File: src/rtl/uart_pkg.sv
// uart_pkg: types and constants shared by the UART receive-side blocks.
//   ctrl_state_e : receive controller state (IDLE, RUN, DRAIN)
//   rx_entry_t   : FIFO entry layout {perr, data} at the default data width
//   ERR_CNT_W    : width of the saturating parity-error counter
package uart_pkg;
   localparam int ERR_CNT_W = 8;
   localparam int DATA_W = 8;
   typedef enum logic [1:0] {IDLE, RUN, DRAIN} ctrl_state_e;
   typedef struct packed {
      logic perr;
      logic [DATA_W-1:0] data;
   } rx_entry_t;
endpackage

File: src/rtl/uart_rx_fifo.sv
// uart_rx_fifo: synchronous show-ahead FIFO for received frames.
//   clk, rst      : clock, synchronous active-high reset
//   push, wdata   : write an entry (caller guarantees room or a same-cycle pop)
//   pop           : remove the head entry (ignored when empty)
//   flush         : empty the FIFO; overrides push and pop
//   rdata         : head entry, zero while empty
//   count, full, empty : occupancy
module uart_rx_fifo #(
   parameter int W = 9,
   parameter int DEPTH = 8,
   localparam int AW = $clog2(DEPTH),
   localparam int CW = AW + 1
) (
   input  logic          clk,
   input  logic          rst,
   input  logic          push,
   input  logic          pop,
   input  logic          flush,
   input  logic [W-1:0]  wdata,
   output logic [W-1:0]  rdata,
   output logic [CW-1:0] count,
   output logic          full,
   output logic          empty
);
   logic [W-1:0]  mem_q [DEPTH];
   logic [AW-1:0] wr_ptr_q, wr_ptr_d, rd_ptr_q, rd_ptr_d;
   logic [CW-1:0] count_q, count_d;
   logic          pop_ok;
   always_comb begin
      pop_ok   = pop && !empty;
      wr_ptr_d = flush ? '0 : wr_ptr_q + AW'(push);
      rd_ptr_d = flush ? '0 : rd_ptr_q + AW'(pop_ok);
      count_d  = flush ? '0 : count_q + CW'(push) - CW'(pop_ok);
   end
   always_ff @(posedge clk) begin
      if (rst) begin
         wr_ptr_q <= '0;
         rd_ptr_q <= '0;
         count_q  <= '0;
      end else begin
         wr_ptr_q <= wr_ptr_d;
         rd_ptr_q <= rd_ptr_d;
         count_q  <= count_d;
      end
   end
   // storage is not reset; the empty mask keeps the head at zero instead
   always_ff @(posedge clk)
      if (push && !flush) mem_q[wr_ptr_q] <= wdata;
   assign empty = count_q == '0;
   assign full  = count_q == CW'(DEPTH);
   assign count = count_q;
   assign rdata = empty ? '0 : mem_q[rd_ptr_q];
endmodule

File: src/rtl/uart_rx_ctrl.sv
// uart_rx_ctrl: UART receive controller - tick divider, enable/drain FSM, frame FIFO.
//   clk, rst                 : clock, synchronous active-high reset
//   enable, baud_div         : run request and tick period minus one
//   flush, clr_overrun       : FIFO flush and overrun-clear pulses
//   tick                     : registered oversampling strobe to the receiver
//   rx_done, rx_data, rx_error : completed frame from the receiver
//   out_valid/out_data/out_perr/out_ready : downstream handshake
//   fifo_count, overrun      : occupancy and sticky drop flag
//   err_cnt                  : saturating parity-error count, only with UART_RX_ERR_CNT_EN
module uart_rx_ctrl
   import uart_pkg::*;
#(
   parameter int DATA_BITS = 8,
   parameter int DEPTH = 8,
   parameter int DIV_W = 16
) (
   input  logic                       clk,
   input  logic                       rst,
   input  logic                       enable,
   input  logic [DIV_W-1:0]           baud_div,
   input  logic                       flush,
   input  logic                       clr_overrun,
   output logic                       tick,
   input  logic                       rx_done,
   input  logic [DATA_BITS-1:0]       rx_data,
   input  logic                       rx_error,
   output logic                       out_valid,
   output logic [DATA_BITS-1:0]       out_data,
   output logic                       out_perr,
   input  logic                       out_ready,
   output logic [$clog2(DEPTH):0]     fifo_count,
`ifdef UART_RX_ERR_CNT_EN
   output logic [ERR_CNT_W-1:0]       err_cnt,
`endif
   output logic                       overrun
);
   ctrl_state_e      state_q, state_d;
   logic [DIV_W-1:0] div_cnt_q, div_cnt_d;
   logic             tick_q, tick_d, overrun_q, overrun_d;
   logic             run, hit, pop, push_req, push_ok, drop, full, empty;
   always_comb begin
      state_d = state_q == IDLE ? (enable ? RUN : IDLE) :
                state_q == RUN  ? (enable ? RUN : DRAIN) :
                enable ? RUN : (fifo_count == '0 ? IDLE : DRAIN);
      // gating with enable keeps a falling enable from emitting a last tick
      run       = state_q == RUN && enable;
      hit       = div_cnt_q == baud_div;
      div_cnt_d = run && !hit ? div_cnt_q + 1'b1 : '0;
      tick_d    = run && hit;
      pop       = out_valid && out_ready;
      push_req  = rx_done && state_q == RUN && !flush;
      push_ok   = push_req && (!full || pop);
      drop      = push_req && full && !pop;
      overrun_d = drop ? 1'b1 : clr_overrun ? 1'b0 : overrun_q;
   end
   always_ff @(posedge clk) begin
      if (rst) begin
         state_q   <= IDLE;
         div_cnt_q <= '0;
         tick_q    <= 1'b0;
         overrun_q <= 1'b0;
      end else begin
         state_q   <= state_d;
         div_cnt_q <= div_cnt_d;
         tick_q    <= tick_d;
         overrun_q <= overrun_d;
      end
   end
`ifdef UART_RX_ERR_CNT_EN
   logic [ERR_CNT_W-1:0] err_cnt_q, err_cnt_d;
   always_comb
      err_cnt_d = flush ? '0 : (push_ok && rx_error && err_cnt_q != '1) ? err_cnt_q + 1'b1 : err_cnt_q;
   always_ff @(posedge clk)
      if (rst) err_cnt_q <= '0;
      else err_cnt_q <= err_cnt_d;
   assign err_cnt = err_cnt_q;
`endif
   uart_rx_fifo #(.W(DATA_BITS + 1), .DEPTH(DEPTH)) u_fifo (
      .clk   (clk),
      .rst   (rst),
      .push  (push_ok),
      .pop   (pop),
      .flush (flush),
      .wdata ({rx_error, rx_data}),
      .rdata ({out_perr, out_data}),
      .count (fifo_count),
      .full  (full),
      .empty (empty)
   );
   assign out_valid = !empty;
   assign tick      = tick_q;
   assign overrun   = overrun_q;
endmodule

File: config.mk
export PLATFORM = sky130hd
export DESIGN_NAME = uart_rx_ctrl
export DESIGN_NICKNAME = d
export VERILOG_FILES = /design/src/rtl/uart_pkg.sv /design/src/rtl/uart_rx_fifo.sv /design/src/rtl/uart_rx_ctrl.sv
export SDC_FILE = /design/constraint.sdc
export NUM_CORES = 1
export LEC_CHECK = 0
export CAP_MARGIN = 20
export CORE_MARGIN = 2
export CORE_UTILIZATION = 45
export DETAILED_ROUTE_END_ITERATION = 6
export HOLD_SLACK_MARGIN = 0.05
export PLACE_DENSITY_LB_ADDON = 0.08
export SLEW_MARGIN = 15
export SYNTH_ARGS = -nofsm -noshare
export SYNTH_HDL_FRONTEND = slang
export SYNTH_SLANG_ARGS = --single-unit
export TNS_END_PERCENT = 100
File: constraint.sdc
create_clock -name clk -period 6.1 [get_ports clk]
set_input_delay 0.915 -clock clk [delete_from_list [all_inputs] [get_ports clk]]
set_output_delay 0.915 -clock clk [all_outputs]
set_load 0.005 [all_outputs]
==> results of run 1 <==
## cell type report
class	count	area, sq um
tap	129	161
clock inverter	7	57.6
timing repair buffer	50	493
fill	830	4180
sequential	102	2760
clock buffer	9	124
inverter	10	37.5
multi-input combinational	167	1470
## sequential cells by signal (all words and copies together) (netlist names)
register	flops
tick	1
u_fifo.mem_q	72
overrun	1
u_fifo.rd_ptr_q	3
u_fifo.wr_ptr_q	3
u_fifo.count	4
div_cnt_q	16
state_q	2
## routing by layer
layer / track usage [%] / wire (um) / vias to the layer above
met5: 0 / 0 / -
met3: 4.38 / 322 / 14
met2: 28.8 / 3900 / 52
met1: 20.2 / 3460 / 1211
met4: 6.46 / 150 / 0
li1: - / - / 1178
## cells by family (layout without fill, tap and decap cells)
| family | Yosys count | in the layout | share of synthesized area (%) |
|---|---|---|---|
| flops | 102 | 102 | 63.8 |
| simple gates | 88 | 88 | 11.0 |
| xor+xnor | 33 | 33 | 6.68 |
| mux | 27 | 27 | 11.4 |
| buf+inv | 21 | 76 | 2.34 |
| fa+ha+maj | 12 | 12 | 3.64 |
| compound gates | 7 | 7 | 1.13 |
## final timing paths
check / depth (start not counted) / slack (ns) / end / from
min: 2 / 0.49 / overrun$_SDFFE_PP0P_ / overrun$_SDFFE_PP0P_
min reg2reg: 2 / 0.49 / overrun$_SDFFE_PP0P_ / overrun$_SDFFE_PP0P_
max reg2reg: 11 / 3.42 / u_fifo.count[2]$_SDFF_PP0_ / u_fifo.count[2]$_SDFF_PP0_
max: 5 / 2.70 / out_data[4] / u_fifo.rd_ptr_q[0]$_SDFF_PP0_
## worst max-delay path, cell delays in order, from the launching register on
cell             delay [ns]
dfxtp_1                0.48
buf_4                  0.36
mux4_2                 0.55
mux2i_1                0.18
nor2_1                 0.06
clkdlybuf4s50_1        0.46
## through the flow
step / utilization [%] / cells / setup slack [ns] / cell area [sq um]
finish: 54.9 / 474 / 2.70 / 5100
global route: 54.9 / 474 / 2.47 / 5100
CTS: 54.9 / 474 / 2.61 / 5100
detailed placement: 53.0 / 458 / 2.73 / 4920
global placement: 53.0 / 458 / 2.77 / 4920
floorplan: - / 290 / 3.52 / 4330
## power by group
group          switching (mW)  internal [mW]
Clock                   0.238          0.153
Sequential             0.0112          0.752
Combinational           0.149          0.193
Total                   0.399           1.10
## cells in the mapped netlist (all sizes together)
master,instances
a2111oi,1
a211oi,1
a21o,1
a21oi,2
a31o,1
a31oi,1
and2,8
buf,6
clkbuf,5
dfxtp,30
edfxtp,72
fa,1
ha,11
inv,10
mux2i,9
mux4,18
nand2,5
nand2b,5
nand3,6
nand3b,1
nand4,8
nand4bb,1
nor2,22
nor2b,2
nor3,24
nor3b,1
nor4,4
or2,1
xnor2,31
xor2,2
==> impl_metrics.py, run 1 <==
metrics = {
    "run_status": {
        "outcome": "finished, final reports clean",
    },
    "synthesis": {
        "syn-cell-area_sq_um": 4330,
        "synth_seq_cells": 102,
        "seq_area_frac_synth_pct": 63.8,
        "ys_top_cells_by_area": "edfxtp_1, dfxtp_1, mux4_2, xnor2_1, ha_1",
        "ys_types": 34,
        "synth.avg_cell_area_sq_um": 14.9,
        "synth_warnings": 0,
        "syn-num-nets": 334,
        "yosys.area.top_type": "edfxtp_1",
        "post-synth-top-area-fraction_pct": 49.9,
        "synthCells": 290,
    },
    "global_route": {
        "grt_util_all_layers_pct": 16.7,
        "grt_pass1_wl_um": 12700,
        "grt_pass1_vias": 2490,
        "grt_max_degree": 20,
        "antenna_found_initial": 0,
        "grt.overflow.total": 0,
    },
    "cts": {
        "cts_made_buffers": 9,
        "postCtsHoldBufs": 0,
        "cts_root_buf": "clkbuf_8",
        "htree_levels": 3,
        "post-cts-setup-buffer-count": 0,
        "cts.sinks": 102,
        "clk-insertion-delay-late_ns": 0.37,
        "cts_resized": 0,
        "cts_tree": "yes",
        "clkSlewWorstSetupHoldPaths_ns": 0.10,
        "clk_path_buf_depth": 2,
    },
    "floorplanning": {
        "num_io_pins": 48,
        "die_w_um": 102,
        "dieArea_sq_um": 10400,
        "fp-row-count": 35,
        "die_h_um": 102,
        "core_area_sq_um": 9280,
        "start_util_pct": 46.6,
    },
    "power": {
        "power_mw": 1.50,
        "powerDensity_nw_per_um2": 293,
        "peakVddDrop_uv": 199,
        "power.static_leakage_nw": 1.56,
    },
    "final_layout": {
        "final_common_cell": "edfxtp_1",
        "area_growth_pct": 17.8,
        "n_antenna_cell": 0,
        "final_nets": 384,
        "drive_above_1_share_pct": 11.9,
        "final_cell_mix": "edfxtp_1, clkdlybuf4s50_1, xnor2_1, dfxtp_1, nor3_1",
    },
    "setup_path": {
        "arrival_ns": 2.48,
        "cp.required_ns": 5.18,
        "critical_path_class": "reg -> out",
        "path_max_fanout": 15,
        "worstSetupStartpointType": "register",
        "worst_setup_path_end_kind": "output pin",
    },
    "sta": {
        "max_slew.worst_pin.slew_ns": 0.973,
        "skew_ns": 0.00869,
        "slew_violations": 0,
        "finalSetupViolations": 0,
        "timing.final.hold_violations": 0,
        "rsz0062_at_grt": "no",
        "period_needed_ns": 3.40,
        "slew_headroom_pct": 35.0,
        "hold_slack_ns": 0.486,
        "max_freq_mhz": 294,
        "tns_ns": 0,
        "period_share_pct": 55.7,
    },
    "routing": {
        "ant_nets": 0,
        "via_per_inst": 5.18,
        "firstDrtPassIters": 4,
        "wirelength_um": 7830,
        "avgRoutedWirePerCell_um": 16.5,
        "drt_iter0_drc": 98,
        "drc": 0,
        "vias": 2455,
    },
    "worst_hold_path": {
        "hold_class": "reg -> reg",
    },
    "place": {
        "place_congestion": 0.692,
        "port_buffers": 47,
        "hpwlAfterDp_um": 5230,
    },
    "run": {
        "maxCapViolations": 0,
    },
}
Power figures use the tool's default switching activity.
==> inputs of run 2 (changes only) <==
==> constraint.sdc (replaced) <==
create_clock -name clk -period 3.55 [get_ports clk]
set_input_delay 0.5325 -clock clk [delete_from_list [all_inputs] [get_ports clk]]
set_output_delay 0.5325 -clock clk [all_outputs]
set_load 0.005 [all_outputs]
==> run 2 against run 1 <==
- clock skew up 0.0020 ns
- cell count up 1.5%
- worst hold slack better by 0.0016 ns
- core utilization up 0.98 points
- first-iteration DRC count up 8.2%
- setup slack worse by 2.0 ns
- critical endpoint unchanged
- global-route usage down 0.076 points
- largest power group unchanged
==> impl_metrics.py, run 2 (synthesis results as in run 1) <==
metrics = {
    "global_route": {
        "grt_pass1_wl_um": 12800,
        "grt_pass1_vias": 2487,
        "grt_util_all_layers_pct": 16.7,
        "grt.overflow.total": 0,
        "grt_max_degree": 20,
        "antenna_found_initial": 0,
    },
    "final_layout": {
        "final_nets": 391,
        "largest_reg_flops": 72,
        "finish.utilization_pct": 55.9,
        "final_cell_mix": "edfxtp_1, clkdlybuf4s50_1, xnor2_1, dfxtp_1, nor3_1",
        "n_antenna_cell": 0,
        "regMostFlops": "u_fifo.mem_q",
        "fill_cells": 809,
        "area_growth_pct": 19.9,
        "drive_above_1_share_pct": 13.4,
        "final_common_cell": "edfxtp_1",
    },
    "place": {
        "hpwlAfterDp_um": 5140,
        "port_buffers": 47,
        "place_congestion": 0.717,
    },
    "cts": {
        "cts_resized": 0,
        "clkSlewWorstSetupHoldPaths_ns": 0.10,
        "cts_made_buffers": 9,
        "postCtsHoldBufs": 0,
        "htree_levels": 3,
        "clk_path_buf_depth": 2,
        "cts_tree": "yes",
        "clk-insertion-delay-late_ns": 0.36,
        "cts.sinks": 102,
        "post-cts-setup-buffer-count": 0,
        "cts_root_buf": "clkbuf_8",
    },
    "power": {
        "power.static_leakage_nw": 1.61,
        "power_mw": 2.70,
        "powerDensity_nw_per_um2": 519,
        "peakVddDrop_uv": 356,
    },
    "setup_path": {
        "path_max_fanout": 19,
        "critical_path_class": "reg -> out",
        "worstSetupStartpointType": "register",
        "cp.required_ns": 3.02,
        "critPathTopFamily": "buffers and inverters",
        "path_buf_inv": 2,
        "worst_setup_path_end_kind": "output pin",
        "worstPathCellList": "buf_4, mux4_2, mux2i_1, nor2_1, clkdlybuf4s50_1",
        "arrival_ns": 2.30,
        "slowest_delay_ns": 0.56,
        "critPathSlowestCell": "mux4_2",
    },
    "sta": {
        "slew_violations": 0,
        "max_freq_mhz": 353,
        "period_needed_ns": 2.84,
        "skew_ns": 0.0106,
        "slew_headroom_pct": 39.7,
        "max_slew.worst_pin.slew_ns": 0.897,
        "finalSetupViolations": 0,
        "rsz0062_at_grt": "no",
        "tns_ns": 0,
        "hold_slack_ns": 0.487,
        "timing.final.hold_violations": 0,
        "period_share_pct": 79.9,
    },
    "routing": {
        "drc": 0,
        "ant_nets": 0,
        "wirelength_um": 7890,
        "firstDrtPassIters": 4,
        "vias": 2416,
        "drt_iter0_drc": 106,
        "avgRoutedWirePerCell_um": 16.4,
        "via_per_inst": 5.02,
    },
    "floorplanning": {
        "dieArea_sq_um": 10400,
        "num_io_pins": 48,
        "start_util_pct": 46.6,
        "die_w_um": 102,
        "core_area_sq_um": 9280,
        "fp-row-count": 35,
        "die_h_um": 102,
    },
    "run_status": {
        "outcome": "finished, final reports clean",
    },
    "worst_hold_path": {
        "hold_class": "reg -> reg",
    },
    "run": {
        "maxCapViolations": 0,
    },
}
==> run 2: cell count changes in the layout (fill, tap and decap cells not counted), sizes merged <==
cell and change:
clkinv -1, inv -1, bufinv +2, buf +7
==> run 2: final timing paths <==
check / start / endpoint / slack (ns) / depth (start not counted)
worst min register to register: overrun$_SDFFE_PP0P_ / overrun$_SDFFE_PP0P_ / 0.49 / 2
worst max-delay path: u_fifo.rd_ptr_q[0]$_SDFF_PP0_ / out_data[4] / 0.71 / 5
worst max register to register: u_fifo.count[2]$_SDFF_PP0_ / u_fifo.count[2]$_SDFF_PP0_ / 0.94 / 11
worst min-delay path: overrun$_SDFFE_PP0P_ / overrun$_SDFFE_PP0P_ / 0.49 / 2
==> run 2: final cells by class <==
cell class	instances	area, sq um	share of cell area [%]
clock inverter	7	96.3	1.86
timing repair buffer	57	546	10.5
multi-input combinational	167	1470	28.2
sequential	102	2760	53.2
clock buffer	9	124	2.39
tap	129	161	3.11
inverter	10	37.5	0.723
==> run 2: per-stage QoR <==
step	setup slack [ns]	cells	area, sq um
after floorplan	1.20	290	4330
after global placement	0.980	465	4970
after detailed placement	0.914	465	4970
after CTS	0.668	481	5190
after global routing	0.554	481	5190
final	0.714	481	5190
==> run 2: worst register-to-register path: cells and delay by family (launching register included) <==
kind          cells  cell delay, ns
fa+ha+maj         4            1.02
simple gates      3            0.81
flops             1            0.32
xor+xnor          1            0.13
buf+inv           3            0.25
==> run 2: layer usage <==
| metal | global-route usage, % | share of wire, % | vias to the layer above |
|---|---|---|---|
| li1 | - | - | 1191 |
| met1 | 22.1 | 49 | 1176 |
| met2 | 27.3 | 47 | 40 |
| met3 | 2.87 | 2.6 | 9 |
| met4 | 7.08 | 1.7 | 0 |
| met5 | 0 | 0 | - |
==> run 2: report_power, final <==
group	total [mW]	leakage [nW]	switching, mW	internal [mW]
clock	0.797	0.103	0.398	0.398
combinational	0.594	0.617	0.263	0.330
sequential	1.31	0.890	0.0135	1.29
total	2.70	1.61	0.675	2.02
==> inputs of run 3 (changes only) <==
==> constraint.sdc (replaced) <==
create_clock -name clk -period 2.9 [get_ports clk]
set_input_delay 0.435 -clock clk [delete_from_list [all_inputs] [get_ports clk]]
set_output_delay 0.435 -clock clk [all_outputs]
set_load 0.005 [all_outputs]
==> run 3 against run 2 <==
- combinational power rose by 27%
- first-iteration DRC count decreased by 55%
- global-route usage down 0.32 points
- power grew 19%
- via count shrank 0.50%
- clock power increased by 8.3%
- sequential power rose by 22%
- sequential share of layout area about the same
- register-to-register slack got worse by 0.18 ns
- highest routed layer unchanged
==> impl_metrics.py, run 3 (synthesis results as in run 1) <==
metrics = {
    "worst_hold_path": {
        "whs_endpoint": "overrun$_SDFFE_PP0P_",
        "whs_path_depth": 2,
        "hold_class": "reg -> reg",
        "min_from": "overrun$_SDFFE_PP0P_",
    },
    "sta": {
        "slew_headroom_pct": 51.7,
        "skew_ns": 0.0112,
        "max_slew.worst_pin.slew_ns": 0.723,
        "layout_setup_ws_ns": 0.346,
        "period_share_pct": 88.1,
        "finalSetupViolations": 0,
        "tns_ns": 0,
        "timing.final.hold_violations": 0,
        "rsz0062_at_grt": "no",
        "period_needed_ns": 2.55,
        "slew_violations": 0,
        "max_freq_mhz": 391,
    },
    "cts": {
        "cts_tree": "yes",
        "cts.sinks": 102,
        "clkSlewWorstSetupHoldPaths_ns": 0.09,
        "clk-insertion-delay-late_ns": 0.36,
        "postCtsHoldBufs": 0,
        "cts_resized": 0,
        "post-cts-setup-buffer-count": 0,
        "clk_path_buf_depth": 2,
        "cts_root_buf": "clkbuf_8",
        "cts_made_buffers": 9,
        "htree_levels": 3,
    },
    "final_layout": {
        "final_common_cell": "edfxtp_1",
        "drive_above_1_share_pct": 13.8,
        "regMostFlops": "u_fifo.mem_q",
        "final_cell_mix": "edfxtp_1, clkdlybuf4s50_1, xnor2_1, dfxtp_1, nor3_1",
        "n_antenna_cell": 0,
        "area_growth_pct": 20.0,
        "largest_reg_flops": 72,
        "final_nets": 394,
    },
    "place": {
        "port_buffers": 47,
        "post-place-ws_ns": 0.445,
        "place_congestion": 0.771,
        "hpwlAfterDp_um": 5330,
    },
    "routing": {
        "vias": 2404,
        "via_per_inst": 4.98,
        "firstDrtPassIters": 4,
        "avgRoutedWirePerCell_um": 16.3,
        "drt_iter0_drc": 48,
        "wirelength_um": 7880,
        "ant_nets": 0,
        "drc": 0,
    },
    "run": {
        "maxCapViolations": 0,
    },
    "global_route": {
        "grt_util_all_layers_pct": 16.3,
        "antenna_found_initial": 0,
        "grt_max_degree": 20,
        "grt_pass1_vias": 2430,
        "grt.overflow.total": 0,
        "grt_pass1_wl_um": 12400,
    },
    "floorplanning": {
        "dieArea_sq_um": 10400,
        "num_io_pins": 48,
        "core_area_sq_um": 9280,
        "fp-row-count": 35,
        "die_h_um": 102,
        "die_w_um": 102,
        "start_util_pct": 46.6,
    },
    "run_status": {
        "outcome": "finished, final reports clean",
    },
    "power": {
        "power.static_leakage_nw": 1.61,
        "peakVddDrop_uv": 378,
        "powerDensity_nw_per_um2": 619,
        "power_mw": 3.22,
    },
    "setup_path": {
        "worst_setup_path_end_kind": "output pin",
        "path_max_fanout": 19,
        "critical_path_class": "reg -> out",
        "worstSetupStartpointType": "register",
        "r2r-start": "u_fifo.count[1]$_SDFF_PP0_",
        "timing.rr.end": "u_fifo.count[2]$_SDFF_PP0_",
        "ff2ff_setup_slack_ns": 0.76,
        "cp.required_ns": 2.47,
        "arrival_ns": 2.12,
        "reg2reg_depth": 10,
    },
}
[run 3: cell types whose count changed in the layout (fill, tap and decap cells not counted), sizes merged]
cell,previous run,this run
buf,10,13
bufinv,2,1
clkbuf,9,10
clkinv,2,1
[run 3: worst max-delay path by stage]
stage	cells after the start	to	slack, ns	startpoint
after detailed placement	6	u_fifo.count[1]$_SDFF_PP0_	0.44	flush
after global routing	5	out_data[6]	0.23	u_fifo.rd_ptr_q[0]$_SDFF_PP0_
after CTS	5	out_data[4]	0.31	u_fifo.rd_ptr_q[0]$_SDFF_PP0_
after global placement	6	u_fifo.count[1]$_SDFF_PP0_	0.51	flush
after floorplan	12	u_fifo.count[2]$_SDFF_PP0_	0.55	u_fifo.count[2]$_SDFF_PP0_
final	5	out_data[4]	0.35	u_fifo.rd_ptr_q[0]$_SDFF_PP0_
[run 3: metal layers]
layer	wire length, um	share of wire [%]	vias to the layer above	track usage, %
li1	-	-	1199	-
met1	3620	46	1152	20.6
met2	3850	49	41	27.4
met3	285	3.6	12	3.97
met4	126	1.6	0	6.46
met5	0	0	-	0
[run 3: worst max-delay path: stages (launching register included)]
cell and delay, ns:
dfxtp_1 0.36, buf_12 0.21, mux4_2 0.55, mux2i_1 0.14
nor2_1 0.05, clkdlybuf4s50_1 0.44
[run 3: layout make-up]
| class | instances | area, sq um |
|---|---|---|
| fill | 808 | 4090 |
| sequential | 102 | 2760 |
| multi-input combinational | 167 | 1470 |
| timing repair buffer | 60 | 581 |
| tap | 129 | 161 |
| clock buffer | 10 | 128 |
| clock inverter | 5 | 60.1 |
| inverter | 10 | 37.5 |
[run 3: power breakdown]
group	total, mW	switching, mW	internal [mW]
combinational	0.753	0.321	0.432
clock	0.863	0.466	0.397
sequential	1.60	0.0180	1.58
[run 3: per-stage QoR]
step / cell area [sq um] / hold slack (ns) / std cells / util, %
6_report: 5190 / 0.479 / 483 / 56.0
4_1_cts: 5190 / 0.484 / 483 / 56.0
5_1_grt: 5190 / 0.499 / 483 / 56.0
3_5_place_dp: 5010 / 0.466 / 468 / 53.9
2_1_floorplan: 4330 / 0.455 / 290 / -
3_3_place_gp: 5010 / 0.467 / 468 / 53.9
